$ cat src/rtl/sram_req_ctrl.sv
// sram_req_ctrl: requester-side controller for a single-port SRAM wrapper.
// After reset (or a flush) it sweeps every address, writing INIT_VAL. It then
// serves a valid/ready request stream and returns read data on a valid/ready
// response channel. A one-entry hold register keeps read data that arrives
// while the consumer is stalled.
// Optional feature macro: SRAM_INIT_SWEEP_EN. When it is defined, the init
// sweep and flush are enabled. When it is undefined, the controller starts
// directly in RUN and ignores flush.
module sram_req_ctrl #(
  parameter int                ADDR_W   = 6,
  parameter int                DATA_W   = 8,
  parameter int                MASK_W   = 4,
  parameter logic [DATA_W-1:0] INIT_VAL = '0
) (
  input  logic              clock,
  input  logic              reset,
  input  logic              flush,
  input  logic              req_valid,
  output logic              req_ready,
  input  logic              req_wen,
  input  logic [ADDR_W-1:0] req_addr,
  input  logic [DATA_W-1:0] req_wdata,
  input  logic [MASK_W-1:0] req_wmask,
  output logic              resp_valid,
  input  logic              resp_ready,
  output logic [DATA_W-1:0] resp_rdata,
  output logic [ADDR_W-1:0] sram_r_addr,
  input  logic [DATA_W-1:0] sram_r_data,
  output logic              sram_w_en,
  output logic [ADDR_W-1:0] sram_w_addr,
  output logic [DATA_W-1:0] sram_w_data,
  output logic [MASK_W-1:0] sram_w_mask,
  output logic              init_done
);

  typedef enum logic {INIT, RUN} state_e;

`ifdef SRAM_INIT_SWEEP_EN
  localparam logic   SweepEn    = 1'b1;
  localparam state_e ResetState = INIT;
`else
  localparam logic   SweepEn    = 1'b0;
  localparam state_e ResetState = RUN;
`endif

  localparam logic [ADDR_W-1:0] LastAddr = {ADDR_W{1'b1}};
  localparam logic [ADDR_W-1:0] OneAddr  = {{(ADDR_W-1){1'b0}}, 1'b1};

  state_e              state_q, state_d;
  logic [ADDR_W-1:0]   cnt_q, cnt_d;
  logic                rd_pend_q, rd_pend_d;
  logic                hold_valid_q, hold_valid_d;
  logic [DATA_W-1:0]   hold_q, hold_d;
  logic                inRun;
  logic                accept;

  // Next-state and output decode: sweep writes in INIT, request handling in RUN,
  // response/hold management in both states so in-flight reads always complete.
  always_comb begin
    state_d      = state_q;
    cnt_d        = cnt_q;
    rd_pend_d    = 1'b0;
    hold_valid_d = hold_valid_q;
    hold_d       = hold_q;

    inRun      = reset && (state_q == RUN);
    init_done  = inRun;
    req_ready  = inRun && !hold_valid_q && !(rd_pend_q && !resp_ready);
    accept     = req_valid && req_ready;
    resp_valid = reset && (rd_pend_q || hold_valid_q);
    resp_rdata = hold_valid_q ? hold_q : sram_r_data;

    sram_r_addr = req_addr;
    sram_w_en   = 1'b0;
    sram_w_addr = req_addr;
    sram_w_data = req_wdata;
    sram_w_mask = req_wmask;

    if (state_q == INIT) begin
      sram_w_en   = reset;
      sram_w_addr = cnt_q;
      sram_w_data = INIT_VAL;
      sram_w_mask = {MASK_W{1'b1}};
      cnt_d       = cnt_q + OneAddr;
      if (cnt_q == LastAddr) begin
        state_d = RUN;
        cnt_d   = '0;
      end
    end else begin
      sram_w_en = accept && req_wen;
      if (flush && SweepEn) begin
        state_d = INIT;
        cnt_d   = '0;
      end
    end

    rd_pend_d = accept && !req_wen;

    if (rd_pend_q && !resp_ready) begin
      hold_valid_d = 1'b1;
      hold_d       = sram_r_data;
    end else if (hold_valid_q && resp_ready) begin
      hold_valid_d = 1'b0;
    end
  end

  // State register with synchronous active-low reset; pending reads are dropped.
  always_ff @(posedge clock) begin
    if (!reset) begin
      state_q      <= ResetState;
      cnt_q        <= '0;
      rd_pend_q    <= 1'b0;
      hold_valid_q <= 1'b0;
      hold_q       <= '0;
    end else begin
      state_q      <= state_d;
      cnt_q        <= cnt_d;
      rd_pend_q    <= rd_pend_d;
      hold_valid_q <= hold_valid_d;
      hold_q       <= hold_d;
    end
  end

endmodule

$ cat config.mk
export PLATFORM = sky130hd
export DESIGN_NAME = sram_req_ctrl
export DESIGN_NICKNAME = d
export VERILOG_FILES = /design/src/rtl/sram_req_ctrl.sv
export SDC_FILE = /design/constraint.sdc
export NUM_CORES = 1
export LEC_CHECK = 0
export ABC_CLOCK_PERIOD_IN_PS = 1800
export CAP_MARGIN = 30
export CORE_ASPECT_RATIO = 0.75
export CORE_MARGIN = 2
export CORE_UTILIZATION = 38
export DETAILED_ROUTE_END_ITERATION = 10
export HOLD_SLACK_MARGIN = 0.08
export PLACE_DENSITY = 0.95
export REMOVE_ABC_BUFFERS = 1
export SLEW_MARGIN = 10
export SYNTH_ARGS = -nofsm -noshare
export SYNTH_HDL_FRONTEND = slang
export SYNTH_SLANG_ARGS = --single-unit
export TNS_END_PERCENT = 1
$ cat constraint.sdc
create_clock -name clock -period 1.8 [get_ports clock]
set_input_delay 0.45 -clock clock [delete_from_list [all_inputs] [get_ports clock]]
set_output_delay 0.45 -clock clock [all_outputs]
set_load 0.02 [all_outputs]
Yosys cells after proc, flatten, opt, wreduce, memory -nomap -nowiden. Index checks and enable logic that the tools add are counted.

Mux-type cells: 9. Equality and inequality tests: 1. Bitwise operators: 1. Reductions and logical operators: 16. $add $sub $neg: 1.

Operators by type and width (count): $mux 8 (2); $mux 6 (2); $logic_and 1x1->1 (9); $add 6x1->6 const B (1); $eq 6x6->1 const B (1); $logic_not 1->1 (4); $mux 1 (4); $mux 4 (1); $reduce_bool 2->1 (1); $reduce_or 2->1 (1); $logic_or 1x1->1 (1); $not 1->1 (1).

Input bits: 32. Register bits after elaboration: 17. Logic and storage cells: 33.

Logic depth before layout (Yosys ltp). Gate-level depths: netlist of run 1.

Depth in word-level cells: 7. Gate-level depth with buffers: 5. Depth with buffers taken out: 4.

Least setup slack after synthesis of run 1. Ideal clock, no wire load.

Path kind: input port to output port. From: input resp_ready. To: output sram_w_en. Setup slack: 188 ps. Stages on the path: 4. Buffers on the path: 1. Arrival: 1162 ps. Path through: nand2b_1 > buf_2 > nand4b_1 > a21oi_1.

Cells in the longest elaborated chain, start to end: 7.

RTL lines: start: declaration (RTL line 25) `input logic resp_ready,`; $logic_not 1->1 (RTL line 68) `req_ready = inRun && !hold_valid_q && !(rd_pend_q && !resp_ready);`; $logic_and 1x1->1 (RTL line 68); $logic_not 1->1 (RTL line 68); $logic_and 1x1->1 (RTL line 68); $logic_and 1x1->1 (RTL line 69) `accept = req_valid && req_ready;`; $logic_and 1x1->1 (RTL line 90) `sram_w_en = accept && req_wen;`; $mux 1 (RTL line 79) `if (state_q == INIT) begin`; end: declaration (RTL line 29) `output logic sram_w_en,`.

Every way passes these cells.

Worst setup path in the final report of run 1.
From: input req_wdata[2]. To: output sram_w_data[2].

Cells in the longest elaborated chain, start to end: 1.

RTL lines: start: declaration (RTL line 22) `input logic [DATA_W-1:0] req_wdata,`; $mux 8 (RTL line 79); end: declaration (RTL line 31) `output logic [DATA_W-1:0] sram_w_data,`.

Every way passes these cells.

==> impl_results.rst, run 1 <==
.. list-table::
   :header-rows: 1

   * - Metric
     - Value
   * - Effective utilization at floorplan
     - 39.3%
   * - Area fraction in compound gates after synthesis
     - 8.82%
   * - Highest achievable clock rate
     - 564 MHz
   * - Fraction of final layout cells with drive strength greater than 1
     - 32.6%
   * - Distinct cell type count after synthesis
     - 34
   * - Width of the die
     - 63.5 µm
   * - Peak fanout along the critical path
     - 1
   * - CTS sink count
     - 17
   * - Number of max-slew violations in the final report
     - 0
   * - Cell area after synthesis
     - 1010 µm²
   * - Reg2Reg Setup Slack
     - 400 ps
   * - Last weighted congestion value of the routability-driven placer
     - 0.771
   * - Pleak
     - 0.747 nW
   * - Area Growth Syn to Fin
     - 66.6%
   * - Worst hold path type
     - in2reg
   * - CP Capture Type
     - output port
   * - Total power of the final layout
     - 0.000846 W
   * - Global-route wire length before repair
     - 4.70 mm
   * - Aggregate global-route resource usage
     - 19.0%
   * - Count of endpoints failing hold in the final timing report
     - 0
   * - Maxcap violations
     - 0
   * - Comb power frac
     - 29.5%
   * - Initial detailed-routing violation count
     - 27
   * - Worst-Skew Late Latency
     - 300 ps
   * - Area used by multi-input combinational logic
     - 587 µm²
   * - Number of antenna diodes
     - 0
   * - Count of final setup violators
     - 0
   * - Global route total overflow
     - 0
   * - CTS tree
     - built
   * - Die Span Y
     - 48.6 µm
   * - Gate Count Post-Synth
     - 118
   * - Switching share of total power
     - 28.8%
   * - Area used by sequential logic in the layout
     - 345 µm²
   * - List of cells traversed by the critical path
     - clkdlybuf4s50_1 -> and2_1 -> clkdlybuf4s15_1
   * - Antenna violations before repair
     - 0
   * - Category of cells accounting for the largest share of critical-path delay
     - buffers and inverters
   * - Buffers added on ports
     - 66
   * - RSZ-0062 raised after global routing
     - yes
   * - Worst-path clk slew
     - 90 ps
   * - Final HPWL DP
     - 2.30 mm
   * - Post-CTS Hold Fix Bufs
     - 0
   * - Vias in the first global route
     - 1,022
   * - Pin count of the biggest net entering global routing
     - 15
   * - Peak supply drop
     - 0.000393 V
   * - Buffer depth of the longest clock path
     - 2
   * - Power density over the cells
     - 504 nW/µm²
   * - Critical path start-end classification
     - in2out
   * - Power share of the clock group
     - 24.5%
   * - Power spent charging and discharging nets
     - 0.000244 W
   * - Worst slack at placement
     - -711 ps
   * - Clock H-tree levels
     - 1
   * - TritonCTS Buffers
     - 3
   * - Headroom to the max-slew limit
     - 83.1%
   * - Largest clock skew in the final design
     - 2.62 ps
   * - Transition at the pin with the smallest max-transition slack
     - 253 ps
   * - Post-Route WL
     - 3.01 mm
   * - Count of vias placed by the detailed router
     - 1,091
   * - Simple-gate share of the synthesized area
     - 28.9%
   * - Parity-gate share of the synthesized area counting xor and xnor cells
     - 1.74%
   * - Worst path slowest cell
     - clkdlybuf4s50_1
   * - Synthesized-area fraction occupied by adder cells
     - 1.24%
   * - Final routed wire length divided by cell count
     - 13.5 µm
   * - Fraction of the yosys area taken by sequential cells
     - 33.8%
   * - Sequential cell fraction of total power
     - 46.0%
   * - Setup repair bufs after CTS
     - 0
   * - P_int
     - 0.000602 W
   * - Mapped Avg Cell Area
     - 8.54 µm²
   * - Die area
     - 3080 µm²
   * - Layout fillers
     - 223
   * - Remaining number of nets flagged by the antenna check after routing
     - 0
   * - Critical Path Source Type
     - input pin
   * - Data required time at the worst endpoint
     - 1350 ps
   * - Area of the placeable core
     - 2560 µm²
   * - # rows
     - 16
   * - Total buffers and inverters traversed by the critical path
     - 2
   * - Top-level port count
     - 68
   * - Buffer cell driving the clock tree root
     - clkbuf_4
   * - Slowest stage delay, CP
     - 450 ps
   * - Setup slack of the critical path after layout
     - 28.3 ps
   * - Number of remaining DRC errors
     - 0
   * - Arrival time of the worst setup path
     - 1320 ps
   * - Finished Layout Cells
     - 223
   * - Routed vias/inst
     - 4.89
   * - Number of cells in the design after placement
     - 219
   * - Min Tclk post-route
     - 1770 ps
   * - Main combinational cell family by area after synthesis
     - simple AND/OR/NAND/NOR gates
   * - Mux share of post-synthesis cell area
     - 15.5%
   * - Result of the run
     - finished clean
   * - Flip-flop and latch count after synthesis
     - 17
   * - Iteration count of the initial detailed-routing pass
     - 4
   * - Final worst path period share
     - 98.4%
   * - Yosys warning total
     - 0
   * - Post-layout net count
     - 221
[logic make-up (layout without fill, tap and decap cells)]
| logic type | after synthesis | after routing |
|---|---|---|
| DFF | 17 | 17 |
| muxes | 14 | 14 |
| xor gates and xnor gates | 2 | 2 |
| adders and majority gates | 1 | 1 |
| and+or+nand+nor | 54 | 54 |
| AOI/OAI and AO/OA | 15 | 15 |
| buffers and inverters | 15 | 84 |
[worst paths after layout]
check	end	from	depth (start not counted)
worst max-delay path	sram_w_data[2]	req_wdata[2]	3
worst min register to register	hold_q[2]	hold_q[2]	2
worst min-delay path	hold_valid_q	resp_ready	2
worst max register to register	cnt_q[5]	cnt_q[0]	4
[layout by cell type (no fill, tap or decap), drive strengths merged, types with 2 or more instances in the layout]
| cell | synthesis | final |
|---|---|---|
| nand3 | 2 | 2 |
| nor2 | 6 | 6 |
| nand2 | 18 | 18 |
| dfxtp | 17 | 17 |
| nand4b | 2 | 2 |
| nor2b | 2 | 2 |
| clkdlybuf4s15 | 0 | 5 |
| inv | 2 | 2 |
| nand2b | 5 | 5 |
| dlymetal6s2s | 0 | 4 |
| buf | 10 | 31 |
| and2 | 9 | 9 |
| a21oi | 10 | 10 |
| mux2 | 13 | 13 |
| clkdlybuf4s50 | 0 | 26 |
| clkbuf | 3 | 10 |
| dlygate4sd2 | 0 | 6 |
| nand4 | 2 | 2 |
[layout make-up]
type	count	share of cell area, %
repair buffers	78	39.7
multi-input cells	86	35.0
flip-flops and latches	17	20.6
well taps	36	2.68
clock buffers	4	1.57
inverters	2	0.447
[power groups by stage]
stage | logic (W) | registers [W] | clock network [W]
floorplan | 0.0000985 | 0.000397 | 0
global placement | 0.000269 | 0.000398 | 0
detailed placement | 0.000277 | 0.000399 | 0
CTS | 0.000245 | 0.000389 | 0.000207
global route | 0.000264 | 0.000391 | 0.000231
finish | 0.000249 | 0.000389 | 0.000207
[through the flow]
step | hold slack [ps] | area [µm²] | setup TNS (ps) | util (%)
final | 388 | 1680 | 0 | 65.5
after global routing | 383 | 1680 | -18.1 | 65.5
after floorplan | 433 | 915 | -102 | -
after global placement | 439 | 1720 | -10320 | 67.2
after detailed placement | 448 | 1720 | -11000 | 67.2
after CTS | 460 | 1660 | -428 | 64.9
[sequential cells by signal (all words and copies together) (netlist names)]
| name | flops |
|---|---|
| hold_q | 8 |
| cnt_q | 6 |
| state_q | 1 |
| hold_valid_q | 1 |
| rd_pend_q | 1 |
[cell usage after synthesis (all sizes together)]
library cell  instances  area share, %
and3                  1           0.75
xnor2                 1           0.87
nand2                18            6.7
nand4                 2            1.2
o2111a                1            1.1
nor2                  6            2.2
ha                    1            1.2
mux2i                 1           0.99
mux2                 13             15
inv                   2           0.75
buf                  10            7.1
xor2                  1           0.87
nand2b                5            3.1
and2b                 1           0.75
o21ai                 1           0.50
a21o                  1           0.75
clkbuf                3            2.1
dfxtp                17             34
nand4b                2            1.7
nor2b                 2            1.2
or3                   1           0.62
nor3                  1           0.50
and3b                 1           0.87
nand3                 2           0.99
a21oi                10            5.0
a31oi                 1           0.62
or2                   1           0.62
and2                  9            5.6
nor3b                 1            1.2
a31o                  1           0.87
nand3b                1           0.75
[timing repair]
action | 4_1_cts | 5_1_grt
pin swaps | 0 | 2
setup endpoints to repair | 36 | 15
gates cloned | 0 | 0
gates resized for setup | 102 | 25
[metal layers]
layer  up-vias  part of all wire, %  GRT usage (%)
met2        37                   51           34.9
met5         -                    0              0
met1       509                   42           21.4
met4         0                  1.9           5.07
met3         8                  5.5           5.58
li1        537                    -              -
No activity file was read; power rests on OpenSTA's default activity.
==> run 2, diff against run 1 <==
--- a/config.mk
+++ b/config.mk
@@ -5,14 +5,14 @@
 export SDC_FILE = /design/constraint.sdc
 export NUM_CORES = 1
 export LEC_CHECK = 0
-export ABC_CLOCK_PERIOD_IN_PS = 1800
+export ABC_CLOCK_PERIOD_IN_PS = 1950
 export CAP_MARGIN = 30
 export CORE_ASPECT_RATIO = 0.75
 export CORE_MARGIN = 2
-export CORE_UTILIZATION = 38
+export CORE_UTILIZATION = 35
 export DETAILED_ROUTE_END_ITERATION = 10
 export HOLD_SLACK_MARGIN = 0.08
-export PLACE_DENSITY = 0.95
+export PLACE_DENSITY = 0.91
 export REMOVE_ABC_BUFFERS = 1
 export SLEW_MARGIN = 10
 export SYNTH_ARGS = -nofsm -noshare
==> constraint.sdc (replaced) <==
create_clock -name clock -period 1.95 [get_ports clock]
set_input_delay 0.4875 -clock clock [delete_from_list [all_inputs] [get_ports clock]]
set_output_delay 0.4875 -clock clock [all_outputs]
set_load 0.005 [all_outputs]
==> run 2 against run 1 <==
Compared with the run above:
- core utilization shrank 1.2 points
- setup slack lost 14 ps
- critical path type unchanged
- clock-buffer cell count is the same
- total power shrank 4.7%
- via count shrank 0.55%
- global-route usage shrank 0.061 points
- largest cell class unchanged
- critical path depth is the same
- cell count shrank 1.3%
- non-clock buffer count shrank 3
==> impl_results.rst, run 2 (synthesized netlist as in run 1, its figures left out) <==
.. list-table::
   :header-rows: 1

   * - Metric
     - Value
   * - Worst-path clk slew
     - 60 ps
   * - Highest achievable clock rate
     - 517 MHz
   * - Top-level port count
     - 68
   * - Min Tclk post-route
     - 1940 ps
   * - Pin count of the biggest net entering global routing
     - 14
   * - Area used by sequential logic in the layout
     - 345 µm²
   * - Count of final setup violators
     - 0
   * - Post-CTS Hold Fix Bufs
     - 0
   * - # rows
     - 16
   * - Count of vias placed by the detailed router
     - 1,085
   * - Buffer cell driving the clock tree root
     - clkbuf_8
   * - Layout fillers
     - 225
   * - CP Capture Type
     - output port
   * - Critical path start-end classification
     - in2out
   * - Max reg flops
     - 8
   * - Switching share of total power
     - 23.0%
   * - Routed vias/inst
     - 4.93
   * - Register with the most flip-flops
     - hold_q
   * - Slowest stage delay, CP
     - 430 ps
   * - Power density over the cells
     - 467 nW/µm²
   * - Width of the die
     - 65.9 µm
   * - Global-route wire length before repair
     - 4.86 mm
   * - Iteration count of the initial detailed-routing pass
     - 4
   * - Critical Path Source Type
     - input pin
   * - Number of remaining DRC errors
     - 0
   * - Last weighted congestion value of the routability-driven placer
     - 0.751
   * - Arrival time of the worst setup path
     - 1450 ps
   * - Effective utilization at floorplan
     - 37.5%
   * - Antenna violations before repair
     - 0
   * - RSZ-0062 raised after global routing
     - no
   * - Total negative slack for setup checks
     - 0 ps
   * - Post-layout net count
     - 218
   * - Worst-Skew Late Latency
     - 250 ps
   * - Area of the placeable core
     - 2680 µm²
   * - Headroom to the max-slew limit
     - 82.3%
   * - Number of max-slew violations in the final report
     - 0
   * - Data required time at the worst endpoint
     - 1460 ps
   * - Most used cells in the layout excluding fill and tap cells
     - 36 x dlygate4sd2_1, 25 x clkdlybuf4s50_1, 18 x nand2_1
   * - Power share of the clock group
     - 32.8%
   * - Transition at the pin with the smallest max-transition slack
     - 265 ps
   * - Pleak
     - 0.751 nW
   * - Worst hold path type
     - reg2reg
   * - Buffers added on ports
     - 66
   * - Aggregate global-route resource usage
     - 19.0%
   * - Maxcap violations
     - 0
   * - Vias in the first global route
     - 1,074
   * - Power spent charging and discharging nets
     - 0.000186 W
   * - CTS tree
     - built
   * - Area Growth Syn to Fin
     - 71.3%
   * - P_int
     - 0.000620 W
   * - Final worst path period share
     - 99.3%
   * - Count of endpoints failing hold in the final timing report
     - 0
   * - Peak fanout along the critical path
     - 2
   * - Total buffers and inverters traversed by the critical path
     - 2
   * - Die area
     - 3330 µm²
   * - Biggest regs
     - hold_q x8, cnt_q x6
   * - Post-Route WL
     - 3.06 mm
   * - CTS sink count
     - 17
   * - Final routed wire length divided by cell count
     - 13.9 µm
   * - Clock H-tree levels
     - 1
   * - Buffer depth of the longest clock path
     - 2
   * - Result of the run
     - finished clean
   * - Number of antenna diodes
     - 0
   * - Commonest non-fill, non-tap cell in the layout
     - dlygate4sd2_1
   * - Comb power frac
     - 22.6%
   * - Remaining number of nets flagged by the antenna check after routing
     - 0
   * - Area used by multi-input combinational logic
     - 581 µm²
   * - Initial detailed-routing violation count
     - 16
   * - Sequential cell fraction of total power
     - 44.7%
   * - List of cells traversed by the critical path
     - clkdlybuf4s50_1 -> mux2_2 -> dlygate4sd2_1
   * - Fraction of final layout cells with drive strength greater than 1
     - 18.5%
   * - Peak supply drop
     - 0.000354 V
   * - Die Span Y
     - 50.5 µm
   * - Global route total overflow
     - 0
   * - Largest clock skew in the final design
     - 3.36 ps
   * - TritonCTS Buffers
     - 3
   * - Final HPWL DP
     - 2.32 mm
   * - Total power of the final layout
     - 0.000806 W
   * - Category of cells accounting for the largest share of critical-path delay
     - buffers and inverters
   * - Worst path slowest cell
     - clkdlybuf4s50_1
==> run 2: worst paths after layout <==
kind / startpoint / endpoint / slack, ps / cells past startpoint
worst max-delay path: sram_r_data[0] / resp_rdata[0] / 10 / 3
worst min-delay path: hold_q[1] / hold_q[1] / 460 / 2
worst max register to register: cnt_q[0] / cnt_q[5] / 540 / 4
worst min register to register: hold_q[1] / hold_q[1] / 460 / 2
==> run 2: cell type report <==
class | count | area share [%]
well taps | 36 | 2.61
repair buffers | 75 | 40.7
clock buffers | 4 | 2.61
multi-input cells | 86 | 33.6
flip-flops and latches | 17 | 20.0
inverters | 2 | 0.435
==> run 2: timing repair <==
action | 4_1_cts | 5_1_grt
endpoints found under the hold margin | 0 | 0
setup endpoints to repair | 36 | 4
resized for setup | 47 | 4
buffers inserted | 0 | 0
pin swaps | 2 | 0
==> run 2: routing by layer <==
layer | share of wire [%] | wire length [µm] | track usage [%] | vias to the layer above
met3 | 4.5 | 137 | 5.16 | 9
met2 | 53 | 1620 | 35.0 | 30
met4 | 1.9 | 58 | 5.78 | 0
li1 | - | - | - | 524
met1 | 41 | 1250 | 21.1 | 522
met5 | 0 | 0 | 0 | -
==> run 2: per-stage QoR <==
| stage | cells | util [%] | setup WS [ps] | hold slack [ps] | area, µm² |
|---|---|---|---|---|---|
| global placement | 216 | 63.4 | -468 | 438 | 1700 |
| finish | 220 | 64.3 | 14.3 | 460 | 1730 |
| CTS | 220 | 64.0 | 5.42 | 460 | 1720 |
| detailed placement | 216 | 63.4 | -493 | 451 | 1700 |
| global route | 220 | 64.3 | 2.18 | 482 | 1730 |
| floorplan | 105 | - | 317 | 433 | 915 |
==> run 2: worst min-delay path, stage by stage, from the launching register on <==
cell and delay (ps):
dfxtp_1 310, nand2_1 50, a21oi_1 60
==> run 2: power by group through the flow <==
stage / registers [W] / clock network (W) / logic [W]
after CTS: 0.000360 / 0.000266 / 0.000183
after floorplan: 0.000366 / 0 / 0.0000507
after detailed placement: 0.000368 / 0 / 0.000209
final: 0.000360 / 0.000264 / 0.000182
after global placement: 0.000368 / 0 / 0.000203
after global routing: 0.000361 / 0.000285 / 0.000195
==> run 3, diff against run 2 <==
--- a/config.mk
+++ b/config.mk
@@ -11,7 +11,6 @@
 export CORE_MARGIN = 2
 export CORE_UTILIZATION = 35
 export DETAILED_ROUTE_END_ITERATION = 10
-export HOLD_SLACK_MARGIN = 0.08
 export PLACE_DENSITY = 0.91
 export REMOVE_ABC_BUFFERS = 1
 export SLEW_MARGIN = 10
==> results of run 3 <==
The final DEF is identical to that of run 2; final timing and power are the same.
